## config.mk

```make
export PLATFORM = sky130hd
export DESIGN_NAME = fu_scheduler
export DESIGN_NICKNAME = d
export VERILOG_FILES = /design/src/rtl/fu_scheduler_pkg.sv /design/src/rtl/fu_scheduler_arb.sv /design/src/rtl/fu_scheduler.sv
export SDC_FILE = /design/constraint.sdc
export NUM_CORES = 1
export LEC_CHECK = 0
export BUFFER_PORTS_ARGS = -buffer_cell sky130_fd_sc_hd__buf_2
export CAP_MARGIN = 20
export CORE_AREA = 2 2 150 152
export DETAILED_ROUTE_END_ITERATION = 10
export DIE_AREA = 0 0 152 154
export PLACE_DENSITY_LB_ADDON = 0.1
export SLEW_MARGIN = 20
export SYNTH_ARGS = -nofsm -noshare
export SYNTH_HDL_FRONTEND = slang
export SYNTH_SLANG_ARGS = --single-unit
```

## constraint.sdc

```tcl
create_clock -name clk -period 2.95 [get_ports clk]
set_input_delay 0.4425 -clock clk [delete_from_list [all_inputs] [get_ports clk]]
set_output_delay 0.4425 -clock clk [all_outputs]
set_load 0.03 [all_outputs]
```

## src/rtl/fu_scheduler_pkg.sv

```systemverilog
// Shared types for the issue-select stage.
// Reservation-station output and FU issue packet layouts.
package fu_scheduler_pkg;

    localparam int NUM_RS   = 4;
    localparam int DATA_W   = 32;
    localparam int RS_IDX_W = 2;

    typedef struct packed {
        logic              valid_operands;
        logic [2:0]        ALU_op;
        logic [3:0]        ROB_entry;
        logic [1:0]        branch_type;
        logic [DATA_W-1:0] rs1;
        logic [DATA_W-1:0] rs2;
    } rs_out_t;

    typedef struct packed {
        logic [2:0]          ALU_op;
        logic [3:0]          ROB_entry;
        logic [1:0]          branch_type;
        logic [DATA_W-1:0]   rs1;
        logic [DATA_W-1:0]   rs2;
        logic [RS_IDX_W-1:0] rs_idx;
    } fu_issue_t;

    function automatic fu_issue_t to_issue(
        input rs_out_t             e,
        input logic [RS_IDX_W-1:0] idx
    );
        fu_issue_t p;
        p.ALU_op      = e.ALU_op;
        p.ROB_entry   = e.ROB_entry;
        p.branch_type = e.branch_type;
        p.rs1         = e.rs1;
        p.rs2         = e.rs2;
        p.rs_idx      = idx;
        return p;
    endfunction

endpackage

```

## src/rtl/fu_scheduler_arb.sv

```systemverilog
// rr_arbiter4: combinational 4-way round-robin pick.
// Ports: req, ptr (first index searched) -> gnt one-hot, gnt_idx, any_gnt.
module rr_arbiter4
    import fu_scheduler_pkg::*;
(
    input  logic [NUM_RS-1:0]   req,
    input  logic [RS_IDX_W-1:0] ptr,
    output logic [NUM_RS-1:0]   gnt,
    output logic [RS_IDX_W-1:0] gnt_idx,
    output logic                any_gnt
);

    logic [RS_IDX_W-1:0] cand;

    always_comb begin
        gnt     = '0;
        gnt_idx = '0;
        any_gnt = 1'b0;
        cand    = '0;
        // Search ptr, ptr+1, ... wrapping; first requester wins.
        for (int k = 0; k < NUM_RS; k++) begin
            cand = ptr + RS_IDX_W'(k);
            if (!any_gnt && req[cand]) begin
                any_gnt = 1'b1;
                gnt_idx = cand;
            end
        end
        if (any_gnt) begin
            gnt = NUM_RS'(1) << gnt_idx;
        end
    end

endmodule

```

## src/rtl/fu_scheduler.sv

```systemverilog
// Issue select: round-robin pick of a ready RS into a 1-entry FU register.
// Ports: busy_bus/rsN_data in, consumed_bus pulse out, issue_valid/issue_pkt to FU.
module fu_scheduler
    import fu_scheduler_pkg::*;
(
    input  logic              clk,
    input  logic              reset,
    input  logic              mispredicted,
    input  logic [NUM_RS-1:0] busy_bus,
    input  rs_out_t           rs0_data,
    input  rs_out_t           rs1_data,
    input  rs_out_t           rs2_data,
    input  rs_out_t           rs3_data,
    input  logic              fu_ready,
    output logic [NUM_RS-1:0] consumed_bus,
    output logic              issue_valid,
    output fu_issue_t         issue_pkt
);

    rs_out_t             rs_all [NUM_RS];
    logic [NUM_RS-1:0]   settled;
    logic [NUM_RS-1:0]   eligible;
    logic [NUM_RS-1:0]   gnt;
    logic [RS_IDX_W-1:0] gnt_idx;
    logic [RS_IDX_W-1:0] ptr;
    logic                any_gnt;
    logic                can_accept;
    logic                grant;

    assign rs_all[0] = rs0_data;
    assign rs_all[1] = rs1_data;
    assign rs_all[2] = rs2_data;
    assign rs_all[3] = rs3_data;

    // valid_operands lags dispatch by a cycle, so an entry is only
    // trusted once it has been busy (and not consumed) for one edge.
    always_comb begin
        eligible = '0;
        for (int i = 0; i < NUM_RS; i++) begin
            eligible[i] = busy_bus[i] & settled[i]
                        & rs_all[i].valid_operands;
        end
    end

    rr_arbiter4 u_arb (
        .req     (eligible),
        .ptr     (ptr),
        .gnt     (gnt),
        .gnt_idx (gnt_idx),
        .any_gnt (any_gnt)
    );

    assign can_accept   = ~issue_valid | fu_ready;
    assign grant        = any_gnt & can_accept
                        & ~mispredicted & ~reset;
    assign consumed_bus = grant ? gnt : '0;

    always_ff @(posedge clk) begin
        if (reset) begin
            settled     <= '0;
            ptr         <= '0;
            issue_valid <= 1'b0;
            issue_pkt   <= '0;
        end else if (mispredicted) begin
            // Packet is dropped even if the FU was ready.
            settled     <= '0;
            issue_valid <= 1'b0;
        end else begin
            settled <= busy_bus & ~consumed_bus;
            if (grant) begin
                issue_pkt   <= to_issue(rs_all[gnt_idx], gnt_idx);
                issue_valid <= 1'b1;
                ptr         <= gnt_idx + RS_IDX_W'(1);
            end else if (fu_ready) begin
                issue_valid <= 1'b0;
            end
        end
    end

endmodule

```

==> impl_metrics.toml <==
[status]
outcome = "finished clean"

[sta]
drv_slew = 0
rsz0062_at_grt = "no"
setup-tns-final_ns = 0
period_minus_slack_ns = 2.76
final-hold-violation-count = 0
worstMarginPinSlew_ns = 0.640
relSlewSlack = 0.562
clock_skew_ns = 0.0114
fin_crit_sh = 0.936
timing.fmax_mhz = 362
setup_viol = 0

[clock_network]
clock_tree.htree_level_count = 3
clk_pin_slew_ns = 0.07
cts_resized = 0
post_cts_buffers = 0
root_buffer = "clkbuf_16"
ctsHoldBuffers = 0
cts_buffer_depth = 2
cts_tree = "done"
worstSkewPairLatency_ns = 0.35
numCtsBuffers = 9
cts.sinks = 82

[synth]
ys_seq_elements = 82
synthesis.nets = 1128
yosys_warnings = 0
syn-instance-count = 824
synth.distinct_cells = 32
syn_avg_cell_area_um2 = 7.67
synth_seq_area_share = 0.260
synth_area_um2 = 6320

[power_and_ir_drop]
power_leakage_nw = 4.56
p_per_area_nw_per_um2 = 334
ir_drop_v = 0.000257

[setup_path]
end_kind = "output pin"
reg2reg_depth = 7
arrival_ns = 2.32
required_ns = 2.51
r2r_slack_ns = 0.56
worst_setup_path_start_kind = "flop"
crit_fanout = 24
crit_type = "reg -> out"

[final_layout]
fin_area_um2 = 8810
area_delta_synth_final_pct = 39.4
finish.net_count = 1443
multi_input_area_um2 = 3780
drive_gt1_frac = 0.383
final-seq-area_um2 = 1640
nFillCells = 2303

[route]
viasPerCell = 5.47
wl_per_cell_um = 20.0
ant_nets = 0
drt_wl_total_mm = 28.5
dr.first_iter.drc_count = 480
route.vias.total = 7794
drc = 0
drtPass1Iterations = 5

[floorplan]
io_pins = 384
fp.dieH_um = 154
rows = 54
fp.dieW_um = 152
coreArea_um2 = 21700
die_area_um2 = 23400
start_util = 0.291

[global_routing]
grt_pass1_wl_mm = 43.7
grt_overflow = 0
grt_max_degree = 74
gr-usage-all-layers = 0.232
antenna_found_initial = 2
grt_pass1_vias = 7715

[placement]
port_buffers = 383
placed_area_um2 = 8520
dp_hpwl_mm = 18.8
gp_congestion = 0.790

[job]
drv_cap = 0

[min_path]
hold_class = "in -> reg"
min_delay_path_depth = 3
## final timing paths
path	from	endpoint
worst max-delay path	ptr[1]$_SDFFE_PP0P_	consumed_bus[0]
worst min-delay path	busy_bus[2]	settled[2]$_SDFF_PP0_
worst max register to register	settled[2]$_SDFF_PP0_	ptr[1]$_SDFFE_PP0P_
worst min register to register	issue_pkt[0]$_SDFFE_PP0P_	issue_pkt[0]$_SDFFE_PP0P_
## metrics by stage
step | setup slack, ns | hold slack [ns] | instances | utilization | power [mW]
2_1_floorplan | 0.649 | 0.512 | 824 | - | 1.51
3_3_place_gp | 0.398 | 0.460 | 1408 | 0.393 | 1.85
3_5_place_dp | 0.369 | 0.464 | 1408 | 0.393 | 1.85
4_1_cts | 0.178 | 0.314 | 1424 | 0.406 | 2.98
5_1_grt | 0.0528 | 0.339 | 1425 | 0.406 | 3.08
6_report | 0.189 | 0.322 | 1426 | 0.406 | 2.94
## power breakdown
part	internal [mW]	total (mW)	switching [mW]
clock network	0.595	1.12	0.529
logic	0.294	0.661	0.367
registers	1.14	1.16	0.0190
## metal layers
| layer | GRT usage | wire, um | vias to the layer above |
|---|---|---|---|
| li1 | - | - | 3736 |
| met1 | 0.295 | 12100 | 3627 |
| met2 | 0.394 | 13600 | 389 |
| met3 | 0.0434 | 2000 | 42 |
| met4 | 0.0828 | 733 | 0 |
| met5 | 0 | 0 | - |
## sequential cells by signal, indices dropped and copies added, names as in the netlist
register,cells
ptr,2
settled,4
issue_valid,1
issue_pkt,75
## synth_stat cells
| master | count | area (um2) |
|---|---|---|
| inv_1 | 147 | 552 |
| o211ai_1 | 146 | 1100 |
| dfxtp_1 | 82 | 1640 |
| nand2_1 | 81 | 304 |
| mux2i_1 | 74 | 741 |
| a2111oi_0 | 73 | 639 |
| a221oi_1 | 73 | 639 |
| clkbuf_1 | 69 | 259 |
| buf_2 | 19 | 95.1 |
| buf_1 | 11 | 41.3 |
| nor2_1 | 8 | 30.0 |
| and3_1 | 6 | 37.5 |
| buf_4 | 5 | 37.5 |
| a21oi_1 | 4 | 20.0 |
| nand3_1 | 4 | 20.0 |
| a211oi_1 | 2 | 15.0 |
| a31oi_1 | 2 | 12.5 |
| nand2b_1 | 2 | 12.5 |
| o21a_1 | 2 | 15.0 |
| o22ai_1 | 2 | 12.5 |
| a22oi_2 | 1 | 12.5 |
| a311o_1 | 1 | 10.0 |
| a311oi_1 | 1 | 8.76 |
| a311oi_2 | 1 | 15.0 |
| and2_1 | 1 | 6.26 |
| clkbuf_4 | 1 | 7.51 |
| nand4_1 | 1 | 6.26 |
| nand4b_1 | 1 | 8.76 |
| nor2b_1 | 1 | 6.26 |
| nor3_1 | 1 | 5.00 |
| o21ai_1 | 1 | 5.00 |
| o22a_1 | 1 | 8.76 |
## worst max-delay path, stage by stage (launching register included)
cell	delay [ns]
dfxtp_2	0.69
inv_1	0.17
o21ai_1	0.30
a311o_1	0.36
and3_1	0.21
buf_2	0.23
## cells in the final DEF (no fill, tap or decap), drive strengths merged
master,count
a2111oi,73
a211oi,2
a21oi,4
a221oi,73
a22oi,1
a311o,1
a311oi,2
a31oi,2
and2,1
and3,6
buf,409
clkbuf,10
clkinv,4
clkinvlp,2
dfxtp,82
diode,2
inv,147
mux2i,74
nand2,81
nand2b,2
nand3,4
nand4,1
nand4b,1
nor2,8
nor2b,1
nor3,1
o211ai,146
o21a,2
o21ai,1
o22a,1
o22ai,2
## cells by family after synthesis
| family | share of synthesized area |
|---|---|
| compound gates | 0.397 |
| buf+inv | 0.157 |
| simple gates | 0.0691 |
| mux | 0.117 |
| flops | 0.260 |
## area by class of cell
| class | instances | share of cell area |
|---|---|---|
| clock buffer | 10 | 0.0271 |
| sequential | 82 | 0.186 |
| inverter | 147 | 0.0626 |
| antenna | 2 | 0.000568 |
| tap | 280 | 0.0398 |
| multi-input combinational | 490 | 0.429 |
| clock inverter | 6 | 0.00483 |
| timing repair buffer | 409 | 0.250 |
(Power assumes the default switching activity.)
